[config.mk]
export PLATFORM = sky130hd
export DESIGN_NAME = morse_char_assembler
export DESIGN_NICKNAME = d
export VERILOG_FILES = /design/src/rtl/morse_char_assembler.sv
export SDC_FILE = /design/constraint.sdc
export NUM_CORES = 1
export LEC_CHECK = 0
export BUFFER_PORTS_ARGS = -buffer_cell sky130_fd_sc_hd__buf_2
export CORE_MARGIN = 2
export CORE_UTILIZATION = 55
export CTS_CLUSTER_DIAMETER = 30
export DETAILED_ROUTE_END_ITERATION = 8
export GPL_TIMING_DRIVEN = 0
export PLACE_DENSITY = 0.8
export SLEW_MARGIN = 20
export SYNTH_ARGS = -nofsm -noshare
export SYNTH_HDL_FRONTEND = slang
export SYNTH_SLANG_ARGS = --single-unit
[constraint.sdc]
create_clock -name clk -period 4.9 [get_ports clk]
set_clock_uncertainty 0.05 [all_clocks]
set_input_delay 0.735 -clock clk [delete_from_list [all_inputs] [get_ports clk]]
set_output_delay 0.735 -clock clk [all_outputs]
set_load 0.01 [all_outputs]
[src/rtl/morse_char_assembler.sv]
// Morse dot/dash accumulator, code-to-ASCII lookup and output character FIFO.
// Define MORSE_DIGITS_EN to also decode the 5-symbol digit codes 0-9.
module morse_char_assembler #(
  parameter int FIFO_DEPTH  = 4,
  parameter int MAX_SYMBOLS = 5
) (
  input  logic       clk,
  input  logic       reset_n,
  input  logic       dot,
  input  logic       dash,
  input  logic       lg,
  input  logic       wg,
  input  logic       char_ready,
  output logic       char_valid,
  output logic [7:0] char_code,
  output logic       overflow,
  output logic       busy
);

  localparam int LW = $clog2(MAX_SYMBOLS + 2);
  localparam int AW = $clog2(FIFO_DEPTH);
  localparam int CW = AW + 1;
  localparam int PW = MAX_SYMBOLS;

  localparam logic [LW-1:0] LEN_MAX  = LW'(MAX_SYMBOLS);
  localparam logic [LW-1:0] LEN_LONG = LW'(MAX_SYMBOLS + 1);
  localparam logic [CW-1:0] CNT_FULL = CW'(FIFO_DEPTH);

  typedef enum logic [1:0] {
    IDLE,
    LOOKUP,
    PUSH_CHAR,
    PUSH_SPACE
  } state_e;

  state_e        state_q, state_d;
  logic [LW-1:0] len_q, len_d;
  logic [PW-1:0] pat_q, pat_d;
  logic [LW-1:0] hold_len_q, hold_len_d;
  logic [PW-1:0] hold_pat_q, hold_pat_d;
  logic          word_end_q, word_end_d;
  logic [7:0]    ascii_q, ascii_d;
  logic          ovf_q, ovf_d;
  logic [7:0]    mem_q [FIFO_DEPTH];
  logic [7:0]    mem_d [FIFO_DEPTH];
  logic [AW-1:0] wr_ptr_q, wr_ptr_d;
  logic [AW-1:0] rd_ptr_q, rd_ptr_d;
  logic [CW-1:0] cnt_q, cnt_d;

  logic       sym;
  logic       sym_bit;
  logic       term;
  logic       push;
  logic       do_push;
  logic       pop;
  logic [7:0] push_data;
  logic [7:0] lut_code;
  logic       unused_pat;

  assign unused_pat = ^hold_pat_q;

  // First symbol sits in the MSB of the used field; dot=0, dash=1.
  always_comb begin
    lut_code = 8'h3F;
    case (hold_len_q)
      LW'(1): lut_code = hold_pat_q[0] ? 8'h54 : 8'h45;
      LW'(2): begin
        case (hold_pat_q[1:0])
          2'b00:   lut_code = 8'h49;
          2'b01:   lut_code = 8'h41;
          2'b10:   lut_code = 8'h4E;
          2'b11:   lut_code = 8'h4D;
          default: ;
        endcase
      end
      LW'(3): begin
        case (hold_pat_q[2:0])
          3'b000:  lut_code = 8'h53;
          3'b001:  lut_code = 8'h55;
          3'b010:  lut_code = 8'h52;
          3'b011:  lut_code = 8'h57;
          3'b100:  lut_code = 8'h44;
          3'b101:  lut_code = 8'h4B;
          3'b110:  lut_code = 8'h47;
          3'b111:  lut_code = 8'h4F;
          default: ;
        endcase
      end
      LW'(4): begin
        case (hold_pat_q[3:0])
          4'b0000: lut_code = 8'h48;
          4'b0001: lut_code = 8'h56;
          4'b0010: lut_code = 8'h46;
          4'b0100: lut_code = 8'h4C;
          4'b0110: lut_code = 8'h50;
          4'b0111: lut_code = 8'h4A;
          4'b1000: lut_code = 8'h42;
          4'b1001: lut_code = 8'h58;
          4'b1010: lut_code = 8'h43;
          4'b1011: lut_code = 8'h59;
          4'b1100: lut_code = 8'h5A;
          4'b1101: lut_code = 8'h51;
          default: ;
        endcase
      end
`ifdef MORSE_DIGITS_EN
      LW'(5): begin
        case (hold_pat_q[4:0])
          5'b11111: lut_code = 8'h30;
          5'b01111: lut_code = 8'h31;
          5'b00111: lut_code = 8'h32;
          5'b00011: lut_code = 8'h33;
          5'b00001: lut_code = 8'h34;
          5'b00000: lut_code = 8'h35;
          5'b10000: lut_code = 8'h36;
          5'b11000: lut_code = 8'h37;
          5'b11100: lut_code = 8'h38;
          5'b11110: lut_code = 8'h39;
          default:  ;
        endcase
      end
`endif
      default: ;
    endcase
  end

  always_comb begin
    sym        = dot | dash;
    sym_bit    = dash;
    term       = (lg | wg) & (len_q != '0);
    state_d    = state_q;
    len_d      = len_q;
    pat_d      = pat_q;
    hold_len_d = hold_len_q;
    hold_pat_d = hold_pat_q;
    word_end_d = word_end_q;
    ascii_d    = ascii_q;
    ovf_d      = ovf_q | (dot & dash);
    mem_d      = mem_q;
    wr_ptr_d   = wr_ptr_q;
    rd_ptr_d   = rd_ptr_q;
    push       = 1'b0;
    push_data  = ascii_q;

    if (term) begin
      // A code finished while the emitter is still working is lost.
      if (state_q == IDLE) begin
        hold_len_d = len_q;
        hold_pat_d = pat_q;
        word_end_d = wg;
      end else begin
        ovf_d = 1'b1;
      end
      len_d = sym ? LW'(1) : '0;
      pat_d = sym ? {{(PW-1){1'b0}}, sym_bit} : '0;
    end else if (sym) begin
      if (len_q < LEN_MAX) begin
        len_d = len_q + LW'(1);
        pat_d = {pat_q[PW-2:0], sym_bit};
      end else begin
        len_d = LEN_LONG;
      end
    end

    case (state_q)
      IDLE: begin
        if (term) state_d = LOOKUP;
      end
      LOOKUP: begin
        ascii_d = lut_code;
        if (hold_len_q > LEN_MAX) ovf_d = 1'b1;
        state_d = PUSH_CHAR;
      end
      PUSH_CHAR: begin
        push    = 1'b1;
        state_d = word_end_q ? PUSH_SPACE : IDLE;
      end
      PUSH_SPACE: begin
        push      = 1'b1;
        push_data = 8'h20;
        state_d   = IDLE;
      end
      default: state_d = IDLE;
    endcase

    pop     = (cnt_q != '0) & char_ready;
    do_push = push & ((cnt_q != CNT_FULL) | pop);
    if (push & ~do_push) ovf_d = 1'b1;
    if (do_push) begin
      mem_d[wr_ptr_q] = push_data;
      wr_ptr_d        = wr_ptr_q + AW'(1);
    end
    if (pop) rd_ptr_d = rd_ptr_q + AW'(1);
    cnt_d = cnt_q + CW'(do_push) - CW'(pop);
  end

  always_ff @(posedge clk or negedge reset_n) begin
    if (!reset_n) begin
      state_q    <= IDLE;
      len_q      <= '0;
      pat_q      <= '0;
      hold_len_q <= '0;
      hold_pat_q <= '0;
      word_end_q <= 1'b0;
      ascii_q    <= '0;
      ovf_q      <= 1'b0;
      wr_ptr_q   <= '0;
      rd_ptr_q   <= '0;
      cnt_q      <= '0;
      for (int i = 0; i < FIFO_DEPTH; i++) mem_q[i] <= '0;
    end else begin
      state_q    <= state_d;
      len_q      <= len_d;
      pat_q      <= pat_d;
      hold_len_q <= hold_len_d;
      hold_pat_q <= hold_pat_d;
      word_end_q <= word_end_d;
      ascii_q    <= ascii_d;
      ovf_q      <= ovf_d;
      wr_ptr_q   <= wr_ptr_d;
      rd_ptr_q   <= rd_ptr_d;
      cnt_q      <= cnt_d;
      mem_q      <= mem_d;
    end
  end

  assign char_valid = cnt_q != '0;
  assign char_code  = mem_q[rd_ptr_q];
  assign overflow   = ovf_q;
  assign busy       = (len_q != '0) | (state_q != IDLE);

endmodule
# After elaboration in Yosys (flattened, before gate mapping)
# Memories as Yosys holds them, arrays and structs flattened.
# Cells that the tools add are included.
# word_totals
ff_bits	65
mem_bits_ro	40
inputBits	7
output_inout_bits	11
wordCells	102
n_memories	1
# memory_table
memory	words	word_bits	read_ports	rd_clocked_by_memory_dff	write_ports	line	text
(no name shown)	8	5	1	0	0	77	case (hold_pat_q[2:0])
# op_classes
n_addsub	5
magnitude_cmp	5
eq_ne	23
n_mux	28
n_bitwise	13
n_reduce_logical	12
# ops
op	n
case mux 7 bit (12 select lines)	1
case mux 8 bit (4 select lines)	2
bitwise mux 32 bit	1
two-way mux 8 bit	4
equality test 4 bit (second input constant)	6
binary-select mux 8 bit (select 2 bit)	1
demux 8 bit (select 2 bit)	1
equality test 4 x 3 -> 1 bit (second input constant)	3
two-way mux 4 bit	3
two-way mux 3 bit	3
equality test 2 bit (second input constant)	4
two-way mux 1 bit	8
case mux 2 bit (4 select lines)	1
equality test 3 x 2 -> 1 bit (second input constant)	2
greater-or-equal comparator 3 bit (second input constant)	2
inverter 2 -> 3 bit	2
nonzero test 2 bit	3
nonzero test 3 bit	2
AND 1 bit	5
two-way mux 5 bit	1
OR 1 bit	5
adder 2 x 1 -> 2 bit (second input constant)	2
equality test 2 x 1 -> 1 bit (second input constant)	2
equality test 4 x 1 -> 1 bit (second input constant)	1
other kinds (18)	21

# Longest topological paths before layout
# Gate-level depths: netlist of the first run.
# depth
depth_word	7
ltp_mapped	11
depth_no_buf	10

# Worst setup path before layout of the first run
# No wires, ideal clock.
# synth_timing
path_type	input-to-reg
from	input char_ready
to	register cnt_q[2]
setup_time_ps	123
t_arrival_ps	2338
required_time_ps	4727
setup_slack_ps	2389
path_stages	10
n_path_buf	1
path_cell_list	o41a_1 -> buf_6 -> inv_2 -> ha_1 -> inv_1 -> ha_1 -> inv_1 -> fa_1 -> xnor2_1 -> xnor2_1
# synth_between
elab_chain_len	5
# synth_lines
item	line	text
from (decl)	13	input logic char_ready,
AND 1 bit *	186	pop = (cnt_q != '0) & char_ready;
OR 1 bit	187	do_push = push & ((cnt_q != CNT_FULL) | pop);
AND 1 bit	187	
adder 3 x 1 -> 3 bit	194	cnt_d = cnt_q + CW'(do_push) - CW'(pop);
subtractor 3 x 1 -> 3 bit *	194	
net cnt_d[2]	48	logic [CW-1:0] cnt_q, cnt_d;
to (signal assigned)	222	cnt_q <= cnt_d;
to (decl)	48	
# The timed path passes the listed nets; every way through them passes the cells marked *.
# A chain may end at the register's enable or synchronous reset.

# Worst setup path in the final report of the first run
# layout_timing
from	register cnt_q[1]
to	register cnt_q[2]
# layout_between
elab_chain_len	6
# layout_lines
item	line
nonzero test 3 bit	186
AND 1 bit	186
OR 1 bit	187
AND 1 bit	187
adder 3 x 1 -> 3 bit	194
subtractor 3 x 1 -> 3 bit *	194
net cnt_d[2]	48
# Marks and branches as above.

==> flow_summary.rst, run 1 <==
.. list-table::
   :header-rows: 1

   * - Metric
     - Value
   * - Number of levels in the clock H-tree
     - 3
   * - CP Data Arrival Time
     - 2.62 ns
   * - Register bit count reported by yosys
     - 60
   * - Setup Total Neg Slack
     - 0 ns
   * - Die boundary height
     - 79.3 um
   * - Largest vdd supply drop
     - 0.000295 V
   * - Mean instance size in the synthesized netlist
     - 11.9 um2
   * - Portion of total power attributed to sequential cells
     - 36.7%
   * - Vias in the first global route
     - 1954
   * - Post-synthesis cell area
     - 3120 um2
   * - Critical register-to-register path endpoint
     - cnt_q[2]
   * - Sequential share of the synthesized area
     - 48.2%
   * - DPL Wire Length
     - 3930 um
   * - Max-cap violations
     - 0
   * - Proportion of synthesized flip-flops having asynchronous set or reset
     - 100%
   * - Final period demand of the worst path
     - 2.42 ns
   * - Area added between synthesis and finish
     - 11.6%
   * - Multi-input combinational cell area
     - 1490 um2
   * - Initial standard-cell utilization of the core
     - 56.9%
   * - Distinct cells, synth
     - 54
   * - Area occupied by registers
     - 1500 um2
   * - Slew Limit Fails
     - 0
   * - CTS tree
     - done
   * - Warnings, synthesis
     - 0
   * - Final hold vios
     - 0
   * - First-pass GRT wire length
     - 9420 um
   * - Count of mapped cells out of synthesis
     - 262
   * - Fin crit share
     - 49.4%
   * - Comb pwr share
     - 45.1%
   * - Layout filler cell count
     - 452
   * - End-of-flow core utilization
     - 63.5%
   * - Insertion delay of the later-clocked pin in the worst-skew pair
     - 0.33 ns
   * - Commonest non-fill, non-tap cell in the layout
     - dfrtp_1
   * - Tot GR Track Use
     - 19.8%
   * - LEAKAGE
     - 1.51 nW
   * - Top-Level Pins
     - 18
   * - Total gr overflow
     - 0
   * - Required time at the endpoint of the critical path
     - 5.10 ns
   * - Total number of vias
     - 2036
   * - Top library cells by usage in the layout, fill and taps aside
     - dfrtp_1, mux2_1, buf_2
   * - Final Setup Violations
     - 0
   * - Count of nets left with antenna violations after detail routing
     - 0
   * - Count of buffers from port buffering
     - 16
   * - Total internal power
     - 1.43 mW
   * - DRC violation count after routing
     - 0
   * - Net switching component of the power
     - 849 uW
   * - Switching share of total power
     - 37.2%
   * - Launch instance of the worst register-to-register path
     - cnt_q[1]
   * - Power density over cell area
     - 656 nW/um2
   * - Final wirelength
     - 5480 um
   * - Antenna violations before repair
     - 0
   * - Total power
     - 2.28 mW
   * - Fmax
     - 413 MHz
   * - Number of cells upsized or downsized after cts
     - 0
   * - Total Nets Final
     - 305
   * - Crit start category
     - flip-flop
   * - Die outline area
     - 6280 um2
   * - Number of synthesized flops with an enable pin
     - 0
   * - Wire per inst
     - 15.0 um
   * - Root buf cell
     - clkbuf_8
   * - Worst R2R Setup Slack
     - 2.48 ns
   * - Tightest slew margin relative to the limit
     - 50.6%
   * - Floorplan die width
     - 79.3 um
   * - First-pass iteration count of the detailed router
     - 4
   * - Starting DRT DRC Count
     - 82
   * - Via count normalized by instance count
     - 5.58
   * - Fraction of final layout cells with drive strength greater than 1
     - 19.1%
   * - CTS Sinks
     - 60
   * - Inserted Diodes
     - 0
   * - Post-route worst hold slack
     - 0.410 ns
   * - Final Non-Filler Cells
     - 365
   * - DP Cell Count
     - 350
   * - Maximum buffer depth of the clock tree
     - 2
   * - Setup repair after global routing missed its margin
     - no
   * - Status
     - completed
   * - Maximum number of pins on one net before global-route repair
     - 61
   * - Classification of the worst-slack hold path
     - input port to asynchronous set/reset pin
   * - Crit end category
     - flip-flop
   * - Number of setup buffers added after CTS
     - 0
   * - Predominant post-synthesis flop cell
     - dfrtp_1
   * - Synth Net Count
     - 278
   * - Number of buffers added by the clock tree synthesis step
     - 9
   * - Critical path peak fanout
     - 8
   * - Number of buffers inserted by hold repair at cts
     - 0
   * - Reg2reg path depth
     - 10
   * - Row count
     - 27
   * - Core area
     - 5470 um2
   * - CP Class
     - flip-flop to flip-flop
   * - Share of power burned in the clock network
     - 18.1%
   * - Clock Pin Slew Worst Setup and Hold Paths
     - 0.06 ns
   * - GPL Wtd Cong
     - 0.904
   * - Measured slew at the worst slew-check pin
     - 0.741 ns
-- power by group through the flow --
| stage | combinational [mW] | sequential, mW | clock (mW) |
|---|---|---|---|
| after floorplan | 0.822 | 0.807 | 0 |
| after global placement | 0.999 | 0.833 | 0 |
| after detailed placement | 1.04 | 0.848 | 0 |
| after CTS | 1.05 | 0.841 | 0.425 |
| after global routing | 1.15 | 0.869 | 0.449 |
| final | 1.03 | 0.838 | 0.414 |
-- cells in the mapped netlist, types with 3 or more instances --
master | instances | area (um2)
dfrtp_1 | 60 | 1500
nand2b_1 | 4 | 25.0
a22o_1 | 4 | 35.0
buf_2 | 6 | 30.0
nand2_1 | 10 | 37.5
clkbuf_1 | 6 | 22.5
o21ai_1 | 11 | 55.1
nand3b_1 | 4 | 30.0
o211ai_1 | 3 | 22.5
mux4_2 | 7 | 158
nor2b_1 | 4 | 25.0
and2_1 | 7 | 43.8
mux2_1 | 35 | 394
nor2_1 | 13 | 48.8
nand2_8 | 4 | 80.1
a21oi_1 | 8 | 40.0
xnor2_1 | 5 | 43.8
nor3_1 | 4 | 20.0
inv_1 | 10 | 37.5
xor2_1 | 3 | 26.3
a31oi_1 | 6 | 37.5
ha_1 | 8 | 100
o21ai_0 | 6 | 30.0
-- cells by family (layout without fill, tap and decap cells) --
kind of cell | after synthesis | after routing | share of synthesized area [%]
AOI/OAI and AO/OA | 54 | 54 | 11.4
xor gates and xnor gates | 8 | 8 | 2.25
adders and majority gates | 9 | 9 | 3.86
buffers and inverters | 27 | 58 | 3.86
DFF | 60 | 60 | 48.2
muxes | 43 | 43 | 18.0
other | 1 | 1 | 0.120
and+or+nand+nor | 60 | 60 | 12.3
-- worst max-delay path, cell delays in order, from the launching register on --
cell,delay [ns]
dfrtp_1,0.43
o41a_1,0.44
buf_6,0.18
inv_2,0.08
ha_1,0.22
inv_1,0.06
ha_1,0.13
inv_1,0.04
fa_1,0.38
xnor2_1,0.18
xnor2_1,0.15
-- sequential cells by signal, summed over array words and instances (netlist names) --
name and count:
cnt_q 3, overflow 1, pat_q 4, rd_ptr_q 2, mem_q 28, state_q 2, len_q 3, wr_ptr_q 2
hold_len_q 3, ascii_q 7, hold_pat_q 4, word_end_q 1
-- metal layers --
metal / part of all wire [%] / vias up / global-route usage (%)
met2: 49 / 40 / 31.7
met4: 1.8 / 0 / 9.83
met1: 46 / 994 / 25.5
met3: 3.5 / 12 / 4.43
li1: - / 990 / -
met5: 0 / - / 0
-- layout make-up --
| cell class | count | share of cell area [%] |
|---|---|---|
| clock buffers | 14 | 5.26 |
| repair buffers | 16 | 2.38 |
| clock inverters | 1 | 0.144 |
| multi-input cells | 175 | 43.0 |
| flip-flops and latches | 60 | 43.2 |
| plain buffers | 15 | 2.16 |
| inverters | 12 | 1.30 |
| well taps | 72 | 2.59 |
-- how the worst max path moves through the flow --
| stage | from | to | cells after the start |
|---|---|---|---|
| after global placement | char_ready | cnt_q[2] | 11 |
| after global routing | cnt_q[2] | cnt_q[2] | 11 |
| after detailed placement | char_ready | cnt_q[2] | 11 |
| after floorplan | char_ready | cnt_q[2] | 10 |
| final | cnt_q[1] | cnt_q[2] | 10 |
| after CTS | cnt_q[1] | cnt_q[2] | 10 |
-- per-stage QoR --
stage          setup WS [ns]  area [um2]
3_3_place_gp            2.23        3290
6_report                2.48        3480
3_5_place_dp            2.17        3290
4_1_cts                 2.45        3480
2_1_floorplan           2.39        3120
5_1_grt                 2.32        3480
(Power assumes the default switching activity.)
==> inputs of run 2 (changes only) <==
--- a/config.mk
+++ b/config.mk
@@ -5,13 +5,14 @@
 export SDC_FILE = /design/constraint.sdc
 export NUM_CORES = 1
 export LEC_CHECK = 0
+export ABC_AREA = 1
 export BUFFER_PORTS_ARGS = -buffer_cell sky130_fd_sc_hd__buf_2
 export CORE_MARGIN = 2
 export CORE_UTILIZATION = 55
 export CTS_CLUSTER_DIAMETER = 30
 export DETAILED_ROUTE_END_ITERATION = 8
 export GPL_TIMING_DRIVEN = 0
-export PLACE_DENSITY = 0.8
+export PLACE_DENSITY = 0.83
 export SLEW_MARGIN = 20
 export SYNTH_ARGS = -nofsm -noshare
 export SYNTH_HDL_FRONTEND = slang
==> constraint.sdc (replaced) <==
create_clock -name clk -period 2.1 [get_ports clk]
set_clock_uncertainty 0.05 [all_clocks]
set_input_delay 0.315 -clock clk [delete_from_list [all_inputs] [get_ports clk]]
set_output_delay 0.315 -clock clk [all_outputs]
set_load 0.01 [all_outputs]
==> flow_summary.rst, run 2 <==
.. list-table::
   :header-rows: 1

   * - Metric
     - Value
   * - Status
     - finished with violations
   * - Violated checks
     - negative hold slack
   * - CTS tree
     - done
   * - Die outline area
     - 6460 um2 (+2.9%)
   * - Clock Pin Slew Worst Setup and Hold Paths
     - 0.06 ns (about the same)
   * - Starting DRT DRC Count
     - 170 (+110%)
   * - Number of levels in the clock H-tree
     - 3 (unchanged)
   * - Number of buffers added by the clock tree synthesis step
     - 9 (unchanged)
   * - Cell area reported after detailed placement
     - 3380 um2 (+2.9%)
   * - Routed met1 length
     - 3070 um (+22%)
   * - Total number of vias
     - 2802 (+38%)
   * - Max-cap violations
     - 0 (unchanged)
   * - LEAKAGE
     - 1.80 nW (+19%)
   * - Cell types occupying the most area after synthesis
     - dfrtp_1, nand2_1, o21ai_0, nor2_1, inv_1
   * - Number of buffers inserted by hold repair at cts
     - 0 (unchanged)
   * - Measured slew at the worst slew-check pin
     - 0.754 ns (+0.0132 ns)
   * - Post-synthesis cell area
     - 3210 um2 (+3.0%)
   * - Detailed route wirelength on metal2
     - 3570 um (+33%)
   * - Root buf cell
     - clkbuf_8
   * - Required time at the endpoint of the critical path
     - 2.28 ns (-2.82 ns)
   * - Final period demand of the worst path
     - 2.02 ns (-0.400 ns)
   * - Count of mapped cells out of synthesis
     - 410 (+56%)
   * - Distinct cells, synth
     - 29 (-46%)
   * - Core area
     - 5570 um2 (+1.9%)
   * - Area leader, netlist
     - dfrtp_1
   * - Synth Net Count
     - 426 (+53%)
   * - Sequential share of the synthesized area
     - 46.8% (-1.4 points)
   * - First-pass GRT wire length
     - 12600 um (+33%)
   * - Number of synthesized flops with an enable pin
     - 0 (unchanged)
   * - Total Nets Final
     - 457 (+50%)
   * - Total power
     - 5.85 mW (+160%)
   * - Floorplan die width
     - 80.4 um (+1.4%)
   * - Library cell with the highest instance count after synthesis
     - nand2_1
   * - Leading cell types by count after synthesis
     - nand2_1, dfrtp_1, o21ai_0
   * - Final Setup Violations
     - 0 (unchanged)
   * - CP Data Arrival Time
     - 2.20 ns (-0.42 ns)
   * - Met3 routed wirelength
     - 469 um (+150%)
   * - Worst-path cell chain
     - inv_4 > nand4_4 > nand2_4 > buf_6 > ha_1 > inv_1 > ha_1 > inv_1 > fa_1 > inv_1
   * - Maximum number of pins on one net before global-route repair
     - 61 (unchanged)
   * - Final Non-Filler Cells
     - 518 (+42%)
   * - CP max stage cell
     - fa_1
   * - DRC violation count after routing
     - 0 (unchanged)
   * - Predominant post-synthesis flop cell
     - dfrtp_1
   * - Maximum buffer depth of the clock tree
     - 2 (unchanged)
   * - Most frequent cell on the critical path
     - inv_1
   * - Commonest non-fill, non-tap cell in the layout
     - nand2_1
   * - Top Registers
     - mem_q (28), ascii_q (7)
   * - Fin crit share
     - 96.3% (+47 points)
   * - Top register by number of flip-flops
     - mem_q
   * - Critical path peak fanout
     - 10 (+2)
   * - Via count normalized by instance count
     - 5.41 (-3.0%)
   * - Antenna violations before repair
     - 0 (unchanged)
   * - Count of buffers from port buffering
     - 16 (unchanged)
   * - Die boundary height
     - 80.4 um (+1.4%)
   * - Wire per inst
     - 14.0 um (-6.7%)
   * - Fmax
     - 495 MHz (+20%)
   * - Top-Level Pins
     - 18 (unchanged)
   * - GPL Wtd Cong
     - 0.879 (-2.7%)
   * - Inserted Diodes
     - 0 (unchanged)
   * - Final hold vios
     - 4 (+4)
   * - Fraction of final layout cells with drive strength greater than 1
     - 17.0% (-2.1 points)
   * - Highest metal used
     - met4
   * - Tot GR Track Use
     - 26.0% (+6.2 points)
   * - Area share of the largest cell type after synthesis
     - 46.8% (-1.4 points)
   * - Mean instance size in the synthesized netlist
     - 7.83 um2 (-34%)
   * - Post-route worst hold slack
     - -0.0116 ns (-0.422 ns)
   * - Area added between synthesis and finish
     - 13.3%
   * - Layout filler cell count
     - 469 (+3.8%)
   * - Initial standard-cell utilization of the core
     - 57.6% (+0.65 points)
   * - Vias in the first global route
     - 2760 (+41%)
   * - Largest vdd supply drop
     - 0.000896 V (+200%)
   * - Tightest slew margin relative to the limit
     - 49.7% (-0.88 points)
   * - Slew Limit Fails
     - 0 (unchanged)
   * - CP Class
     - flip-flop to flip-flop
   * - Count of nets left with antenna violations after detail routing
     - 0 (unchanged)
   * - Crit end category
     - flip-flop
   * - Crit start category
     - flip-flop
   * - Max stage delay on crit path
     - 0.48 ns (+0.04 ns)
   * - Classification of the worst-slack hold path
     - input port to asynchronous set/reset pin
   * - Top library cells by usage in the layout, fill and taps aside
     - nand2_1, dfrtp_1, o21ai_0
   * - CTS Sinks
     - 60 (unchanged)
   * - Flip-flop count of the largest register after layout
     - 28 (unchanged)
   * - Top delay family on crit path
     - adder cells
   * - Proportion of synthesized flip-flops having asynchronous set or reset
     - 100% (unchanged)
   * - DPL Wire Length
     - 5080 um (+29%)
   * - Register bit count reported by yosys
     - 60 (unchanged)
   * - Critical path buffer and inverter count
     - 5 (+1)
   * - Insertion delay of the later-clocked pin in the worst-skew pair
     - 0.34 ns (about the same)
   * - First-pass iteration count of the detailed router
     - 5 (+1)
   * - Final wirelength
     - 7260 um (+32%)
   * - Row count
     - 27 (unchanged)
   * - Power density over cell area
     - 1610 nW/um2 (+150%)
   * - End-of-flow core utilization
     - 65.3% (+1.7 points)
   * - Area of all placed cells without fillers
     - 3640 um2 (+4.6%)
   * - Warnings, synthesis
     - 0 (unchanged)
   * - DP Cell Count
     - 498 (+42%)
   * - Total gr overflow
     - 0 (unchanged)
==> run 2: report_power, final <==
part	total (mW)	internal, mW	leakage [nW]	switching [mW]
logic	2.77	0.983	0.965	1.78
registers	2.03	1.67	0.733	0.362
clock network	1.05	0.609	0.102	0.445
==> run 2: area by class of cell <==
| cell class | instances | area (um2) | share of cell area, % |
|---|---|---|---|
| inverters | 46 | 175 | 4.82 |
| well taps | 72 | 90.1 | 2.48 |
| clock buffers | 12 | 155 | 4.27 |
| plain buffers | 11 | 83.8 | 2.30 |
| clock inverters | 4 | 47.5 | 1.31 |
| repair buffers | 20 | 113 | 3.10 |
| multi-input cells | 293 | 1470 | 40.4 |
| flip-flops and latches | 60 | 1500 | 41.3 |
==> run 2: final timing paths <==
path / from / depth (start not counted) / slack (ns) / endpoint
max reg2reg: cnt_q[1] / 10 / 0.08 / cnt_q[1]
min in group clk: dash / 3 / 0.17 / pat_q[0]
min: reset_n / 1 / -0.01 / cnt_q[2]
min reg2reg: word_end_q / 2 / 0.43 / word_end_q
max in group asynchronous: reset_n / 1 / 1.48 / rd_ptr_q[0]
max: cnt_q[1] / 10 / 0.08 / cnt_q[1]
==> run 2: routing by layer <==
layer	vias to the layer above	GRT usage [%]
met5	-	0
met4	0	10.5
met3	15	6.18
met2	92	44.2
met1	1310	31.9
li1	1385	-
==> run 2: timing repair <==
action	4_1_cts	5_1_grt
pin swaps	1	1
gates resized for setup	3	6
setup buffers	1	3
endpoints found under the setup margin	2	9
==> run 2: logic make-up after synthesis <==
| group | share of synthesized area [%] |
|---|---|
| flip-flops | 46.8 |
| AO/OA/AOI/OAI | 14.7 |
| XOR/XNOR | 1.36 |
| other | 0.117 |
| buffers and inverters | 7.91 |
| adder cells (fa/ha/maj) | 3.74 |
| AND/OR/NAND/NOR | 25.4 |
==> run 2: through the flow <==
stage | setup TNS, ns | worst slack (ns)
2_1_floorplan | 0 | 0.133
3_3_place_gp | -0.0695 | -0.0375
3_5_place_dp | -0.129 | -0.0674
4_1_cts | 0 | 0.0196
5_1_grt | -0.0199 | -0.0149
6_report | 0 | 0.0783
==> inputs of run 3 (changes only) <==
--- a/config.mk
+++ b/config.mk
@@ -7,6 +7,7 @@
 export LEC_CHECK = 0
 export ABC_AREA = 1
 export BUFFER_PORTS_ARGS = -buffer_cell sky130_fd_sc_hd__buf_2
+export CORE_ASPECT_RATIO = 1.75
 export CORE_MARGIN = 2
 export CORE_UTILIZATION = 55
 export CTS_CLUSTER_DIAMETER = 30
==> flow_summary.rst, run 3 (same netlist as run 2, synthesis figures left out) <==
.. list-table::
   :header-rows: 1

   * - Metric
     - Value
   * - CP Class
     - flip-flop to flip-flop
   * - Insertion delay of the later-clocked pin in the worst-skew pair
     - 0.34 ns (about the same)
   * - Top library cells by usage in the layout, fill and taps aside
     - nand2_1, dfrtp_1, o21ai_0
   * - Area of all placed cells without fillers
     - 3650 um2 (+0.24%)
   * - First-pass GRT wire length
     - 12400 um (-1.4%)
   * - Starting DRT DRC Count
     - 182 (+7.1%)
   * - First-pass iteration count of the detailed router
     - 4 (-1)
   * - Die outline area
     - 6490 um2 (+0.37%)
   * - CP max stage cell
     - fa_2
   * - Power density over cell area
     - 1630 nW/um2 (+1.1%)
   * - Number of buffers added by the clock tree synthesis step
     - 9 (unchanged)
   * - Post-route worst hold slack
     - -0.0145 ns (-0.00297 ns)
   * - Fin worst setup slack
     - 0.0999 ns (+0.0216 ns)
   * - Die boundary height
     - 105 um (+31%)
   * - Reg2reg path depth
     - 10 (unchanged)
   * - Status
     - finished with violations
   * - Fraction of final layout cells with drive strength greater than 1
     - 16.5% (-0.56 points)
   * - Routed met1 length
     - 2580 um (-16%)
   * - Commonest non-fill, non-tap cell in the layout
     - nand2_1
   * - Top Registers
     - mem_q (28), ascii_q (7)
   * - Via count normalized by instance count
     - 5.34 (-1.3%)
   * - Final Setup Violations
     - 0 (unchanged)
   * - Vias in the first global route
     - 2867 (+3.9%)
   * - Total gr overflow
     - 0 (unchanged)
   * - Total power
     - 5.93 mW (+1.3%)
   * - Initial standard-cell utilization of the core
     - 57.5% (-0.12 points)
   * - Max stage delay on crit path
     - 0.51 ns (+0.03 ns)
   * - Layout filler cell count
     - 497 (+6.0%)
   * - Largest vdd supply drop
     - 0.000917 V (+2.3%)
   * - Met3 routed wirelength
     - 221 um (-53%)
   * - Net switching component of the power
     - 2.57 mW (-0.80%)
   * - Setup repair after global routing missed its margin
     - no
   * - Required time at the endpoint of the critical path
     - 2.29 ns (about the same)
   * - Clock Pin Slew Worst Setup and Hold Paths
     - 0.07 ns (about the same)
   * - CTS Sinks
     - 60 (unchanged)
   * - Crit end category
     - flip-flop
   * - Row count
     - 36 (+33%)
   * - Number of levels in the clock H-tree
     - 3 (unchanged)
   * - Inserted Diodes
     - 0 (unchanged)
   * - Launch instance of the worst register-to-register path
     - cnt_q[0]
   * - DRC violation count after routing
     - 0 (unchanged)
   * - Comb pwr share
     - 46.4% (-0.9 points)
   * - Maximum buffer depth of the clock tree
     - 2 (unchanged)
   * - CTS tree
     - done
   * - Max-cap violations
     - 0 (unchanged)
   * - Tot GR Track Use
     - 25.8% (-0.29 points)
   * - DPL Wire Length
     - 5380 um (+6.0%)
   * - Fin crit share
     - 95.2% (-1.0 points)
   * - Crit start category
     - flip-flop
   * - Maximum number of pins on one net before global-route repair
     - 61 (unchanged)
   * - Violated checks
     - negative hold slack
   * - Worst setup path start
     - cnt_q[0]
   * - Top register by number of flip-flops
     - mem_q
   * - Most frequent cell on the critical path
     - inv_1
   * - Total internal power
     - 3.36 mW (+3.0%)
   * - CP Data Arrival Time
     - 2.19 ns (about the same)
   * - Critical path peak fanout
     - 10 (unchanged)
   * - Flip-flop count of the largest register after layout
     - 28 (unchanged)
   * - Worst setup slack after placement
     - -0.0559 ns (+0.0115 ns)
   * - Critical register-to-register path endpoint
     - cnt_q[1]
   * - Final wirelength
     - 7220 um (-0.48%)
   * - Number of buffers inserted by hold repair at cts
     - 0 (unchanged)
   * - Floorplan die width
     - 61.7 um (-23%)
   * - Final hold vios
     - 10 (+6)
   * - DP Cell Count
     - 502 (+0.80%)
   * - Total Nets Final
     - 455 (-0.44%)
   * - Slew Limit Fails
     - 0 (unchanged)
   * - Antenna violations before repair
     - 0 (unchanged)
   * - Worst-path cell chain
     - inv_2 > nand4_4 > nand2_4 > buf_6 > ha_1 > inv_1 > ha_1 > inv_1 > fa_2 > inv_1
   * - Worst R2R Setup Slack
     - 0.1 ns (+0.02 ns)
   * - Detailed route wirelength on metal2
     - 4150 um (+16%)
   * - Fmax
     - 500 MHz (+1.1%)
   * - Final Non-Filler Cells
     - 519 (+0.19%)
   * - Cell area reported after detailed placement
     - 3390 um2 (+0.15%)
   * - Area added between synthesis and finish
     - 13.6%
   * - Top-Level Pins
     - 18 (unchanged)
   * - Root buf cell
     - clkbuf_8
   * - Core area
     - 5590 um2 (+0.20%)
   * - Count of buffers from port buffering
     - 16 (unchanged)
   * - Share of power burned in the clock network
     - 19.9% (+1.9 points)
   * - Critical path buffer and inverter count
     - 5 (unchanged)
   * - LEAKAGE
     - 1.80 nW (about the same)
   * - Top delay family on crit path
     - adder cells
   * - Total number of vias
     - 2770 (-1.1%)
   * - Final period demand of the worst path
     - 2.00 ns (-0.0216 ns)
   * - Highest metal used
     - met4
   * - Wire per inst
     - 13.9 um (-0.67%)
   * - End point of the critical path
     - cnt_q[1]
   * - Switching share of total power
     - 43.4% (-0.92 points)
   * - Tightest slew margin relative to the limit
     - 49.8% (+0.12 points)
   * - End-of-flow core utilization
     - 65.3% (about the same)
   * - GPL Wtd Cong
     - 0.898 (+2.2%)
   * - Instance count on the critical path
     - 10 (unchanged)
   * - Classification of the worst-slack hold path
     - input port to asynchronous set/reset pin
   * - Portion of total power attributed to sequential cells
     - 33.7% (-1.0 points)
   * - Count of nets left with antenna violations after detail routing
     - 0 (unchanged)
   * - Measured slew at the worst slew-check pin
     - 0.752 ns (-0.00179 ns)
[run 3: worst min-delay path by stage]
stage / endpoint / startpoint / slack, ns / cells after the start
finish: mem_q[4] / reset_n / -0.01 / 1
global route: mem_q[4] / reset_n / 0.04 / 1
CTS: mem_q[4] / reset_n / 0.008 / 1
detailed placement: mem_q[4] / reset_n / 0.38 / 1
global placement: word_end_q / word_end_q / 0.41 / 2
floorplan: ascii_q[0] / reset_n / -0.03 / 0
[run 3: through the flow]
step	hold slack, ns	setup TNS, ns
after floorplan	-0.0306	0
after global placement	0.407	0
after detailed placement	0.378	-0.0838
after CTS	0.00800	0
after global routing	0.0440	0
final	-0.0145	0
[run 3: power by group through the flow]
stage               Sequential [mW]  Combinational, mW  Clock, mW
floorplan                      1.91               2.01          0
global placement               1.99               2.58          0
detailed placement             2.02               2.68          0
CTS                            2.00               2.71       1.20
global route                   2.06               3.15       1.26
finish                         2.00               2.75       1.18
[run 3: what timing repair did]
item,in CTS,in global routing
pin swaps,1,1
resized for setup,2,4
buffers inserted,1,1
setup endpoints to repair,2,3
[run 3: layout make-up]
type                            count  area (um2)  area share [%]
Clock buffer                       11         151            4.15
Clock inverter                      4        72.6            1.99
Tap cell                           76        95.1            2.61
Sequential cell                    60        1500            41.2
Buffer                             11        83.8            2.30
Multi-Input combinational cell    293        1470            40.4
Timing Repair Buffer               18        97.6            2.68
Inverter                           46         173            4.74
[run 3: metal layers]
| layer | global-route usage (%) | vias up |
|---|---|---|
| li1 | - | 1380 |
| met1 | 25.6 | 1304 |
| met5 | 0 | - |
| met3 | 5.20 | 24 |
| met4 | 16.7 | 0 |
| met2 | 44.9 | 62 |
